### src/rtl/fir_pkg.sv
`default_nettype none
// ============================================================================
//  Module      : fir_pkg
//  Description : Shared types and constants for the FIR sequencer slice.
//  Revision    : 1.0  initial release
// ============================================================================
package fir_pkg;

    // Default coefficient/sample memory depth.
    localparam int MAX_TAPS_DFLT = 64;

    // Bit position of the coefficient index inside the core address bus.
    localparam int TAP_LSB = 8;

    // Sample memory {CEN,WEN} encodings, active-low.
    localparam logic [1:0] DLOAD_IDLE = 2'b11;
    localparam logic [1:0] DLOAD_RD   = 2'b01;
    localparam logic [1:0] DLOAD_WR   = 2'b00;

    // Sequencer states.
    typedef enum logic [2:0] {
        ST_IDLE   = 3'd0,
        ST_COEF   = 3'd1,
        ST_CLEAR  = 3'd2,
        ST_WAIT   = 3'd3,
        ST_MAC    = 3'd4,
        ST_DRAIN  = 3'd5,
        ST_RESULT = 3'd6
    } state_t;

    // A tap count is usable when it is non-zero and fits the memories.
    function automatic logic ntaps_legal(input logic [6:0] n, input int max_taps);
        return (n != 7'd0) && (int'(n) <= max_taps);
    endfunction

endpackage
`default_nettype wire

### src/rtl/fir_ring_ptr.sv
`default_nettype none
// ============================================================================
//  Module      : fir_ring_ptr
//  Description : Modular pointer over 0..i_max with load, increment and
//                decrement. Increment wraps i_max->0, decrement wraps 0->i_max.
//                Priority: load, then inc, then dec.
//  Revision    : 1.0  initial release
// ============================================================================
module fir_ring_ptr #(
    parameter int PW = 6
) (
    input  logic          i_clk,
    input  logic          i_reset,
    input  logic          i_load,
    input  logic [PW-1:0] i_load_val,
    input  logic          i_inc,
    input  logic          i_dec,
    input  logic [PW-1:0] i_max,
    output logic [PW-1:0] o_ptr
);

    logic [PW-1:0] r_ptr;

    // Pointer register with run-time wrap bound.
    always_ff @(posedge i_clk or posedge i_reset) begin
        if (i_reset) begin
            r_ptr <= '0;
        end else if (i_load) begin
            r_ptr <= i_load_val;
        end else if (i_inc) begin
            r_ptr <= (r_ptr == i_max) ? '0 : r_ptr + 1'b1;
        end else if (i_dec) begin
            r_ptr <= (r_ptr == '0) ? i_max : r_ptr - 1'b1;
        end
    end

    assign o_ptr = r_ptr;

endmodule
`default_nettype wire

### src/rtl/fir_seq_ctrl.sv
`default_nettype none
// ============================================================================
//  Module      : fir_seq_ctrl
//  Description : Sequencer for a time-multiplexed FIR core. Loads the
//                coefficients, zero-fills sample history, then for every
//                input sample writes it to the circular sample memory and
//                runs NTAPS read/multiply/accumulate cycles before offering
//                the result on a valid/ready port.
//  Revision    : 1.0  initial release
// ============================================================================
module fir_seq_ctrl
    import fir_pkg::*;
#(
    parameter int MAX_TAPS = MAX_TAPS_DFLT,
    parameter int AW       = 14,
    parameter int MUL_LAT  = 1
) (
    input  logic          i_clk,
    input  logic          i_reset,
    input  logic          i_cfg_start,
    input  logic [6:0]    i_cfg_ntaps,
    input  logic          i_cfg_abort,
    input  logic          i_coef_valid,
    output logic          o_coef_ready,
    input  logic          i_smp_valid,
    output logic          o_smp_ready,
    output logic          o_res_valid,
    input  logic          i_res_ready,
    output logic [AW-1:0] o_addr,
    output logic [1:0]    o_dload,
    output logic          o_cload,
    output logic          o_zero_din,
    output logic          o_mul_en,
    output logic          o_acc_en,
    output logic          o_acc_clr,
    output logic          o_busy,
    output logic          o_err
);

    localparam int PW = $clog2(MAX_TAPS);

    // State and counters. r_cnt serves as cidx, zidx, tap and drain count.
    state_t        r_state, w_state_nxt;
    logic [PW-1:0] r_nm1,   w_nm1_nxt;
    logic [PW-1:0] r_cnt,   w_cnt_nxt;

    // Registered core-facing and handshake outputs.
    logic [1:0]    r_dload,     w_dload_nxt;
    logic [AW-1:0] r_addr,      w_addr_nxt;
    logic          r_zero_din,  w_zero_nxt;
    logic          r_mul_en,    w_mul_nxt;
    logic          r_mul_first, w_first_nxt;
    logic          r_coef_rdy,  w_coef_rdy_nxt;
    logic          r_smp_rdy,   w_smp_rdy_nxt;
    logic          r_res_vld,   w_res_vld_nxt;
    logic          r_busy;
    logic          r_err,       w_err_nxt;

    // acc_en/acc_clr trail mul_en by the multiplier latency.
    logic [MUL_LAT-1:0] r_acc_dly;
    logic [MUL_LAT-1:0] r_clr_dly;

    // Pointer controls.
    logic          w_wp_load, w_wp_inc, w_rp_load, w_rp_dec;
    logic [PW-1:0] w_wptr, w_rptr;

    fir_ring_ptr #(.PW(PW)) u_wptr (
        .i_clk      (i_clk),
        .i_reset    (i_reset),
        .i_load     (w_wp_load),
        .i_load_val ('0),
        .i_inc      (w_wp_inc),
        .i_dec      (1'b0),
        .i_max      (r_nm1),
        .o_ptr      (w_wptr)
    );

    fir_ring_ptr #(.PW(PW)) u_rptr (
        .i_clk      (i_clk),
        .i_reset    (i_reset),
        .i_load     (w_rp_load),
        .i_load_val (w_wptr),
        .i_inc      (1'b0),
        .i_dec      (w_rp_dec),
        .i_max      (r_nm1),
        .o_ptr      (w_rptr)
    );

    // Next-state and next-output decode. Core commands issued on an edge
    // appear on the outputs for the following cycle, so the sample write
    // shows during the first MAC cycle and each read one cycle after its
    // tap is sequenced; DRAIN holds MUL_LAT+1 cycles so the last acc_en
    // lands just before res_valid.
    always_comb begin
        w_state_nxt    = r_state;
        w_nm1_nxt      = r_nm1;
        w_cnt_nxt      = r_cnt;
        w_dload_nxt    = DLOAD_IDLE;
        w_addr_nxt     = '0;
        w_zero_nxt     = 1'b0;
        w_mul_nxt      = 1'b0;
        w_first_nxt    = 1'b0;
        w_coef_rdy_nxt = 1'b0;
        w_smp_rdy_nxt  = 1'b0;
        w_res_vld_nxt  = 1'b0;
        w_err_nxt      = 1'b0;
        w_wp_load      = 1'b0;
        w_wp_inc       = 1'b0;
        w_rp_load      = 1'b0;
        w_rp_dec       = 1'b0;

        case (r_state)
            ST_IDLE: begin
                if (i_cfg_start) begin
                    if (ntaps_legal(i_cfg_ntaps, MAX_TAPS)) begin
                        w_nm1_nxt      = PW'(i_cfg_ntaps - 7'd1);
                        w_cnt_nxt      = '0;
                        w_state_nxt    = ST_COEF;
                        w_coef_rdy_nxt = 1'b1;
                    end else begin
                        w_err_nxt = 1'b1;
                    end
                end
            end
            ST_COEF: begin
                if (i_coef_valid) begin
                    if (r_cnt == r_nm1) begin
                        w_cnt_nxt   = '0;
                        w_state_nxt = ST_CLEAR;
                        w_dload_nxt = DLOAD_WR;
                        w_zero_nxt  = 1'b1;
                    end else begin
                        w_cnt_nxt              = r_cnt + 1'b1;
                        w_coef_rdy_nxt         = 1'b1;
                        w_addr_nxt[PW-1:0]     = r_cnt + 1'b1;
                    end
                end else begin
                    w_coef_rdy_nxt     = 1'b1;
                    w_addr_nxt[PW-1:0] = r_cnt;
                end
            end
            ST_CLEAR: begin
                if (r_cnt == r_nm1) begin
                    w_state_nxt   = ST_WAIT;
                    w_wp_load     = 1'b1;
                    w_smp_rdy_nxt = 1'b1;
                end else begin
                    w_cnt_nxt          = r_cnt + 1'b1;
                    w_dload_nxt        = DLOAD_WR;
                    w_zero_nxt         = 1'b1;
                    w_addr_nxt[PW-1:0] = r_cnt + 1'b1;
                end
            end
            ST_WAIT: begin
                if (i_smp_valid) begin
                    w_state_nxt        = ST_MAC;
                    w_rp_load          = 1'b1;
                    w_cnt_nxt          = '0;
                    w_dload_nxt        = DLOAD_WR;
                    w_addr_nxt[PW-1:0] = w_wptr;
                end else begin
                    w_smp_rdy_nxt = 1'b1;
                end
            end
            ST_MAC: begin
                w_dload_nxt                = DLOAD_RD;
                w_addr_nxt[PW-1:0]         = w_rptr;
                w_addr_nxt[TAP_LSB +: PW]  = r_cnt;
                w_mul_nxt                  = 1'b1;
                w_first_nxt                = (r_cnt == '0);
                w_rp_dec                   = 1'b1;
                if (r_cnt == r_nm1) begin
                    w_cnt_nxt   = '0;
                    w_state_nxt = ST_DRAIN;
                end else begin
                    w_cnt_nxt = r_cnt + 1'b1;
                end
            end
            ST_DRAIN: begin
                if (r_cnt == PW'(MUL_LAT)) begin
                    w_state_nxt   = ST_RESULT;
                    w_res_vld_nxt = 1'b1;
                end else begin
                    w_cnt_nxt = r_cnt + 1'b1;
                end
            end
            ST_RESULT: begin
                if (i_res_ready) begin
                    w_state_nxt   = ST_WAIT;
                    w_wp_inc      = 1'b1;
                    w_smp_rdy_nxt = 1'b1;
                end else begin
                    w_res_vld_nxt = 1'b1;
                end
            end
            default: begin
                w_state_nxt = ST_IDLE;
            end
        endcase

        // Abort wins over every transition and silences the core.
        if (i_cfg_abort) begin
            w_state_nxt    = ST_IDLE;
            w_dload_nxt    = DLOAD_IDLE;
            w_addr_nxt     = '0;
            w_zero_nxt     = 1'b0;
            w_mul_nxt      = 1'b0;
            w_first_nxt    = 1'b0;
            w_coef_rdy_nxt = 1'b0;
            w_smp_rdy_nxt  = 1'b0;
            w_res_vld_nxt  = 1'b0;
            w_err_nxt      = 1'b0;
            w_wp_load      = 1'b0;
            w_wp_inc       = 1'b0;
            w_rp_load      = 1'b0;
            w_rp_dec       = 1'b0;
        end
    end

    // State, counters and registered outputs.
    always_ff @(posedge i_clk or posedge i_reset) begin
        if (i_reset) begin
            r_state     <= ST_IDLE;
            r_nm1       <= '0;
            r_cnt       <= '0;
            r_dload     <= DLOAD_IDLE;
            r_addr      <= '0;
            r_zero_din  <= 1'b0;
            r_mul_en    <= 1'b0;
            r_mul_first <= 1'b0;
            r_coef_rdy  <= 1'b0;
            r_smp_rdy   <= 1'b0;
            r_res_vld   <= 1'b0;
            r_busy      <= 1'b0;
            r_err       <= 1'b0;
        end else begin
            r_state     <= w_state_nxt;
            r_nm1       <= w_nm1_nxt;
            r_cnt       <= w_cnt_nxt;
            r_dload     <= w_dload_nxt;
            r_addr      <= w_addr_nxt;
            r_zero_din  <= w_zero_nxt;
            r_mul_en    <= w_mul_nxt;
            r_mul_first <= w_first_nxt;
            r_coef_rdy  <= w_coef_rdy_nxt;
            r_smp_rdy   <= w_smp_rdy_nxt;
            r_res_vld   <= w_res_vld_nxt;
            r_busy      <= (w_state_nxt != ST_IDLE);
            r_err       <= w_err_nxt;
        end
    end

    // Multiplier-latency delay line for acc_en and acc_clr; flushed on abort.
    always_ff @(posedge i_clk or posedge i_reset) begin
        if (i_reset) begin
            r_acc_dly <= '0;
            r_clr_dly <= '0;
        end else if (i_cfg_abort) begin
            r_acc_dly <= '0;
            r_clr_dly <= '0;
        end else begin
            r_acc_dly[0] <= r_mul_en;
            r_clr_dly[0] <= r_mul_en & r_mul_first;
            for (int i = 1; i < MUL_LAT; i++) begin
                r_acc_dly[i] <= r_acc_dly[i-1];
                r_clr_dly[i] <= r_clr_dly[i-1];
            end
        end
    end

    assign o_cload      = i_coef_valid && (r_state == ST_COEF);
    assign o_coef_ready = r_coef_rdy;
    assign o_smp_ready  = r_smp_rdy;
    assign o_res_valid  = r_res_vld;
    assign o_addr       = r_addr;
    assign o_dload      = r_dload;
    assign o_zero_din   = r_zero_din;
    assign o_mul_en     = r_mul_en;
    assign o_acc_en     = r_acc_dly[MUL_LAT-1];
    assign o_acc_clr    = r_clr_dly[MUL_LAT-1];
    assign o_busy       = r_busy;
    assign o_err        = r_err;

endmodule
`default_nettype wire
### config.mk
export PLATFORM = sky130hd
export DESIGN_NAME = fir_seq_ctrl
export DESIGN_NICKNAME = d
export VERILOG_FILES = /design/src/rtl/fir_pkg.sv /design/src/rtl/fir_ring_ptr.sv /design/src/rtl/fir_seq_ctrl.sv
export SDC_FILE = /design/constraint.sdc
export NUM_CORES = 1
export LEC_CHECK = 0
export ABC_AREA = 1
export ABC_CLOCK_PERIOD_IN_PS = 2700
export CAP_MARGIN = 0
export CORE_ASPECT_RATIO = 1.2
export CORE_MARGIN = 3
export CORE_UTILIZATION = 55
export DETAILED_ROUTE_END_ITERATION = 12
export PLACE_DENSITY = 0.9
export SLEW_MARGIN = 20
export SYNTH_ARGS = -nofsm -noshare
export SYNTH_HDL_FRONTEND = slang
export SYNTH_SLANG_ARGS = --single-unit
### constraint.sdc
create_clock -name i_clk -period 2.7 [get_ports i_clk]
set_clock_uncertainty 0.05 [all_clocks]
set_input_delay 0.54 -clock i_clk [delete_from_list [all_inputs] [get_ports i_clk]]
set_output_delay 0.54 -clock i_clk [all_outputs]
set_load 0.1 [all_outputs]
**Yosys cells after proc, flatten, opt, wreduce, memory -nomap -nowiden**

Index checks and enable logic that the tools add are counted.

- Mux-type cells: 70
- Bitwise operators: 1
- $add $sub $neg: 4
- Equal/unequal tests: 14
- Reductions and logical operators: 12
- Order comparisons: 1

Operator list:

| operator | count |
|---|---|
| 2-to-1 mux 6 bit | 15 |
| one-hot mux 6 bit (6 select lines) | 1 |
| 2-to-1 mux 1 bit | 31 |
| 2-to-1 mux 3 bit | 10 |
| one-hot mux 6 bit (4 select lines) | 1 |
| one-hot mux 3 bit (7 select lines) | 1 |
| 2-to-1 mux 14 bit | 1 |
| adder 6 x 1 -> 6 bit (second input constant) | 2 |
| equality test 6 bit | 2 |
| zero test 6 bit | 2 |
| subtractor 6 x 1 -> 6 bit (second input constant) | 2 |
| 2-to-1 mux 2 bit | 5 |
| inequality test 2 bit (second input constant) | 5 |
| equality test 3 bit (second input constant) | 3 |
| one-hot mux 2 bit (4 select lines) | 1 |
| <= comparator 7 bit (second input constant) | 1 |
| nonzero test 7 bit | 1 |
| equality test 3 x 2 -> 1 bit (second input constant) | 2 |
| equality test 6 x 1 -> 1 bit (second input constant) | 1 |
| one-hot mux 1 bit (2 select lines) | 3 |
| AND reduction 6 bit | 1 |
| nonzero test 6 bit | 1 |
| nonzero test 2 bit | 2 |
| equality test 3 x 1 -> 1 bit (second input constant) | 1 |
| other kinds (6) | 7 |

- Output and inout port bits: 26
- Word-level logic and storage cells: 119
- Bits in registers: 53

**Longest topological paths before layout**

- Word-level depth: 7
- Depth in mapped cells: 13

**By module**

From an unflattened synthesis, not the netlist that was laid out.

- Cell total of the unflattened synthesis: 595
- Area, all modules: 3965.1 um^2

Modules (own cells, without submodules):

| module | sequential area each (um^2) | instances | area an instance (um^2) | cells each |
|---|---|---|---|---|
| fir_seq_ctrl | 978.4 | 1 | 2313.5 | 309 |
| fir_ring_ptr | 150.1 | 2 | 825.8 | 143 |

**Worst setup path before layout**

Ideal clock, no wire load.

- Path kind: input-to-reg
- Start: input i_cfg_ntaps[0]
- End: register r_coef_rdy (netlist: o_coef_ready)
- Stages on the path: 8
- Slack: 0.992 ns
- Setup time: 0.136 ns
- Arrival time: 1.522 ns
- Data required time: 2.514 ns
- Cells stage by stage: inv_1 > ha_1 > nand4_1 > inv_1 > nand2_1 > nand4_1 > clkbuf_1 > a21oi_1

- Longest elaborated chain between the ends: 6
- Elaborated cells on any way between the ends: 7
- Those cells by class: order compare (1); mux (4); reduce/logical (2)

RTL lines:

| what | line | RTL |
|---|---|---|
| start, declared | fir_seq_ctrl.sv:21 | `input logic [6:0] i_cfg_ntaps,` |
| <= comparator 7 bit or nonzero test 7 bit (tied branches) | fir_pkg.sv:33 | `return (n != 7'd0) && (int'(n) <= max_taps);` |
| logical AND 1 bit (*) | fir_pkg.sv:33 |  |
| 2-to-1 mux 1 bit (*) | fir_seq_ctrl.sv:115 | `if (ntaps_legal(i_cfg_ntaps, MAX_TAPS)) begin` |
| 2-to-1 mux 1 bit (*) | fir_seq_ctrl.sv:114 | `if (i_cfg_start) begin` |
| one-hot mux 1 bit (2 select lines) (*) | fir_seq_ctrl.sv:112 | `case (r_state)` |
| 2-to-1 mux 1 bit (*) | fir_seq_ctrl.sv:202 | `if (i_cfg_abort) begin` |
| via w_coef_rdy_nxt | fir_seq_ctrl.sv:53 | `logic r_coef_rdy, w_coef_rdy_nxt;` |
| end signal, assigned | fir_seq_ctrl.sv:245 | `r_coef_rdy <= w_coef_rdy_nxt;` |
| end, declared | fir_seq_ctrl.sv:53 |  |

The timed path passes the listed nets; every way through them passes the cells marked *.
A chain may end at the register's enable or synchronous reset.

**Final worst setup path**

- Start: input i_cfg_ntaps[0]
- End: register r_busy (netlist: o_busy)

- Longest elaborated chain between the ends: 7
- Elaborated cells on any way between the ends: 8
- Those cells by class: order compare (1); mux (4); reduce/logical (3)

RTL lines:

| what | line | RTL |
|---|---|---|
| <= comparator 7 bit or nonzero test 7 bit (tied branches) | fir_pkg.sv:33 |  |
| logical AND 1 bit (*) | fir_pkg.sv:33 |  |
| 2-to-1 mux 3 bit (*) | fir_seq_ctrl.sv:115 |  |
| 2-to-1 mux 3 bit (*) | fir_seq_ctrl.sv:114 |  |
| one-hot mux 3 bit (7 select lines) (*) | fir_seq_ctrl.sv:112 |  |
| 2-to-1 mux 3 bit (*) | fir_seq_ctrl.sv:202 |  |
| nonzero test 3 bit (*) | fir_seq_ctrl.sv:248 | `r_busy <= (w_state_nxt != ST_IDLE);` |
| end signal, assigned | fir_seq_ctrl.sv:248 |  |
| end, declared | fir_seq_ctrl.sv:56 | `logic r_busy;` |

Every way passes the cells marked *; elsewhere a longest branch is shown, timed or not.

==> reports/qor.csv <==
stage,metric,value,unit
run_status,outcome,completed,
cells_and_area,most frequent cells in the layout,"nand2_1 (124), inv_1 (51), dfrtp_1 (49), nor2_1 (34), buf_4 (27)",
detailed_routing,DR DRC count,0,
place,# port buffers,37,
worst_setup_path,R2R depth,8,
floorplanning,core area,5370,um^2
yosys,Syn Area/Cell,7.39,um^2
worst_setup_path,Worst Path Arrival,2360,ps
grt,largest net degree at the start of global routing,30,
yosys,post-synthesis cell area,3110,um^2
cells_and_area,"commonest non-fill, non-tap cell in the layout",nand2_1,
detailed_routing,average wire per standard cell,14.3,um
clock_tree,TritonCTS clock tree,done,
place,dpl cell area,3480,um^2
power_and_ir_drop,Leakage Power,1.87,nW
worst_setup_path,r2r endpoint,u_rptr.o_ptr[3],
detailed_routing,Total Wirelength,7.51,mm
cells_and_area,Syn-to-layout area delta,14.6,%
cells_and_area,storage element area,1280,um^2
worst_setup_path,worst reg2reg path startpoint,r_state[0],
grt,first-pass GRT wire length,12.9,mm
cells_and_area,layout cells sized above 1,16.1,%
yosys,Area contributors post-synth,"dfrtp_1 (39%), nand2_1 (15%), inv_1 (6.3%)",
place,GPL Wtd Cong,0.966,
clock_tree,H-tree depth,2,
clock_tree,root buf cell,clkbuf_8,
sta,fmax,0.465,GHz
yosys,Synth area leader,dfrtp_1,
power_and_ir_drop,register share of total power,49.4,%
power_and_ir_drop,clock power share,24.6,%
sta,Slew HR,66.3,%
min_path,Worst Hold Class,in2async,
yosys,Post-Syn Instances,421,
yosys,Yosys top cell area share,39.4,%
yosys,"Seq/Total Area, Yosys",41.1,%
detailed_routing,Post-DRT Antenna Nets,0,
worst_setup_path,Setup crit start kind,input pin,
worst_setup_path,CP Capture Point,o_busy,
place,DP Wirelength,5.86,mm
clock_tree,Num CTS Buffers,5,
cells_and_area,Filler cells,457,
sta,min cycle time layout,2150,ps
detailed_routing,via count,2928,
power_and_ir_drop,"IR drop worst, VDD",0.323,mV
clock_tree,"Setup Fix Bufs, Post-CTS",0,
worst_setup_path,CP required,2910,ps
cells_and_area,fin area,3560,um^2
floorplanning,Initial Util,57.9,%
sta,Final Setup Violations,0,
floorplanning,die area,6600,um^2
power_and_ir_drop,Switching Fraction,35.2,%
worst_setup_path,Crit. Startpoint,i_cfg_ntaps[0],
sta,hold slack,370,ps
power_and_ir_drop,Gate power share,26.0,%
grt,antenna violations before repair,0,
detailed_routing,first-pass detailed-route iteration total,5,
sta,Tcrit/Tclk final,79.7,%
clock_tree,Post-CTS Hold Fix Bufs,0,
yosys,Seq cells post-synth,51,
worst_setup_path,CP endpoint kind,register,
yosys,synth warn,0,
grt,vias in the first global route,2911,
detailed_routing,DR vias/cell,5.60,
grt,GRT Residual Overflow,0,
sta,Slew Limit Fails,0,
clock_tree,Clock Tree Buf Depth,2,
clock_tree,clk_lat worst skew,310,ps
cells_and_area,Final #Nets,481,
floorplanning,Die W,74.6,um
worst_setup_path,CP max FO,14,
sta,Slew @ Worst Pin,505,ps
clock_tree,clk slew on worst S/H paths,90,ps
detailed_routing,DRT iter0 DRCs,282,
floorplanning,io pins,40,
floorplanning,FP Rows,29,
power_and_ir_drop,Pwr Density,491,nW/um^2
power_and_ir_drop,cell-internal power,1.13,mW
worst_setup_path,reg2reg setup slack,750,ps
power_and_ir_drop,switching power total,0.615,mW
cells_and_area,Antenna Cells,0,
clock_tree,clock sinks,51,
sta,setup_tns,0,ps
floorplanning,Die Span Y,88.4,um
cells_and_area,area of the multi-input gates,1520,um^2
clock_tree,post-CTS sizing,0,
worst_setup_path,Setup CP Type,in2reg,
sta,hold violation total from the final report,0,
grt,gr usage total,25.0,%
flow_run,max_cap viols,0,
sta,RSZ-0062 raised after global routing,no,
yosys,Yosys cell types,33,
## layer usage
| layer | share of wire [%] | track usage [%] | wire length (um) | vias up |
|---|---|---|---|---|
| li1 | - | - | - | 1399 |
| met1 | 40 | 30.4 | 2980 | 1367 |
| met2 | 50 | 44.0 | 3760 | 134 |
| met3 | 6.7 | 3.64 | 502 | 28 |
| met4 | 3.5 | 9.87 | 264 | 0 |
| met5 | 0 | 0 | 0 | - |
## worst max-delay path, cell delays in order
cell	delay (ps)
clkdlybuf4s50_1	470
inv_1	70
ha_1	240
nand4_1	130
inv_1	50
nand2_1	70
nand4_1	400
nand3_2	230
nand2_2	80
nand2_1	60
## layout make-up
| class | count | share of cell area, % |
|---|---|---|
| Multi-Input combinational cell | 295 | 42.8 |
| Clock buffer | 7 | 2.14 |
| Tap cell | 62 | 2.18 |
| Clock inverter | 1 | 0.211 |
| Sequential cell | 51 | 35.9 |
| Timing Repair Buffer | 41 | 9.90 |
| Inverter | 66 | 6.95 |
## sequential cells by signal, indices dropped and copies added, names as in the netlist
signal / cells
o_acc_clr: 1
o_err: 1
r_mul_first: 1
o_mul_en: 1
o_smp_ready: 1
r_nm1: 6
u_wptr.o_ptr: 6
r_cnt: 6
o_dload: 2
o_zero_din: 1
r_state: 3
o_acc_en: 1
o_busy: 1
o_coef_ready: 1
u_rptr.o_ptr: 6
o_res_valid: 1
o_addr: 12
## cells by family (layout without fill, tap and decap cells)
group / after synthesis / count (layout) / share of synthesized area, %
fa+ha+maj: 7 / 7 / 2.82
buf+inv: 76 / 115 / 9.98
flops: 51 / 51 / 41.1
compound gates: 47 / 47 / 8.49
simple gates: 222 / 222 / 32.7
xor+xnor: 17 / 17 / 4.79
other cells: 1 / 2 / 0.121
## worst min path at each step
| stage | start | to | slack [ps] | cells past startpoint |
|---|---|---|---|---|
| detailed placement | r_mul_first | o_acc_clr | 410 | 2 |
| global route | i_reset | u_rptr.o_ptr[0] | 390 | 2 |
| floorplan | r_mul_first | o_acc_clr | 400 | 2 |
| CTS | i_reset | u_rptr.o_ptr[0] | 370 | 2 |
| global placement | r_mul_first | o_acc_clr | 400 | 2 |
| finish | i_reset | u_rptr.o_ptr[0] | 370 | 2 |
## synthesized netlist by cell type
cell type  instances
nand3_1           21
buf_2              2
o211ai_1           1
ha_1               7
nand4_1           15
nor2_2             3
o21ai_0           14
nor2_8             1
o22ai_1            4
nand3_4            1
xnor2_1            2
buf_1              1
buf_6              1
o221ai_1           5
xor2_1            15
nor2_4             3
nand2_4            1
buf_4              4
clkbuf_1           2
nand3_2            2
dfstp_2            2
or2_2              1
inv_2             14
conb_1             1
dfrtp_1           49
a21oi_1           21
nor3b_1            1
nor3_1             4
nand2_2           11
nor2_1            34
a31oi_1            2
nand2_1          124
inv_1             52
## power groups by stage
| stage | logic [mW] | clock network, mW | registers [mW] |
|---|---|---|---|
| floorplan | 0.304 | 0 | 0.910 |
| global placement | 0.438 | 0 | 0.874 |
| detailed placement | 0.452 | 0 | 0.875 |
| CTS | 0.453 | 0.439 | 0.861 |
| global route | 0.504 | 0.472 | 0.868 |
| finish | 0.454 | 0.431 | 0.864 |
## metrics by stage
step	power [mW]	instances	util (%)	worst slack, ps
finish	1.75	523	66.4	548
global route	1.84	523	66.4	335
CTS	1.75	523	66.4	562
detailed placement	1.33	515	64.8	226
global placement	1.31	515	64.8	336
floorplan	1.21	422	-	884
Power figures use the tool's default switching activity.
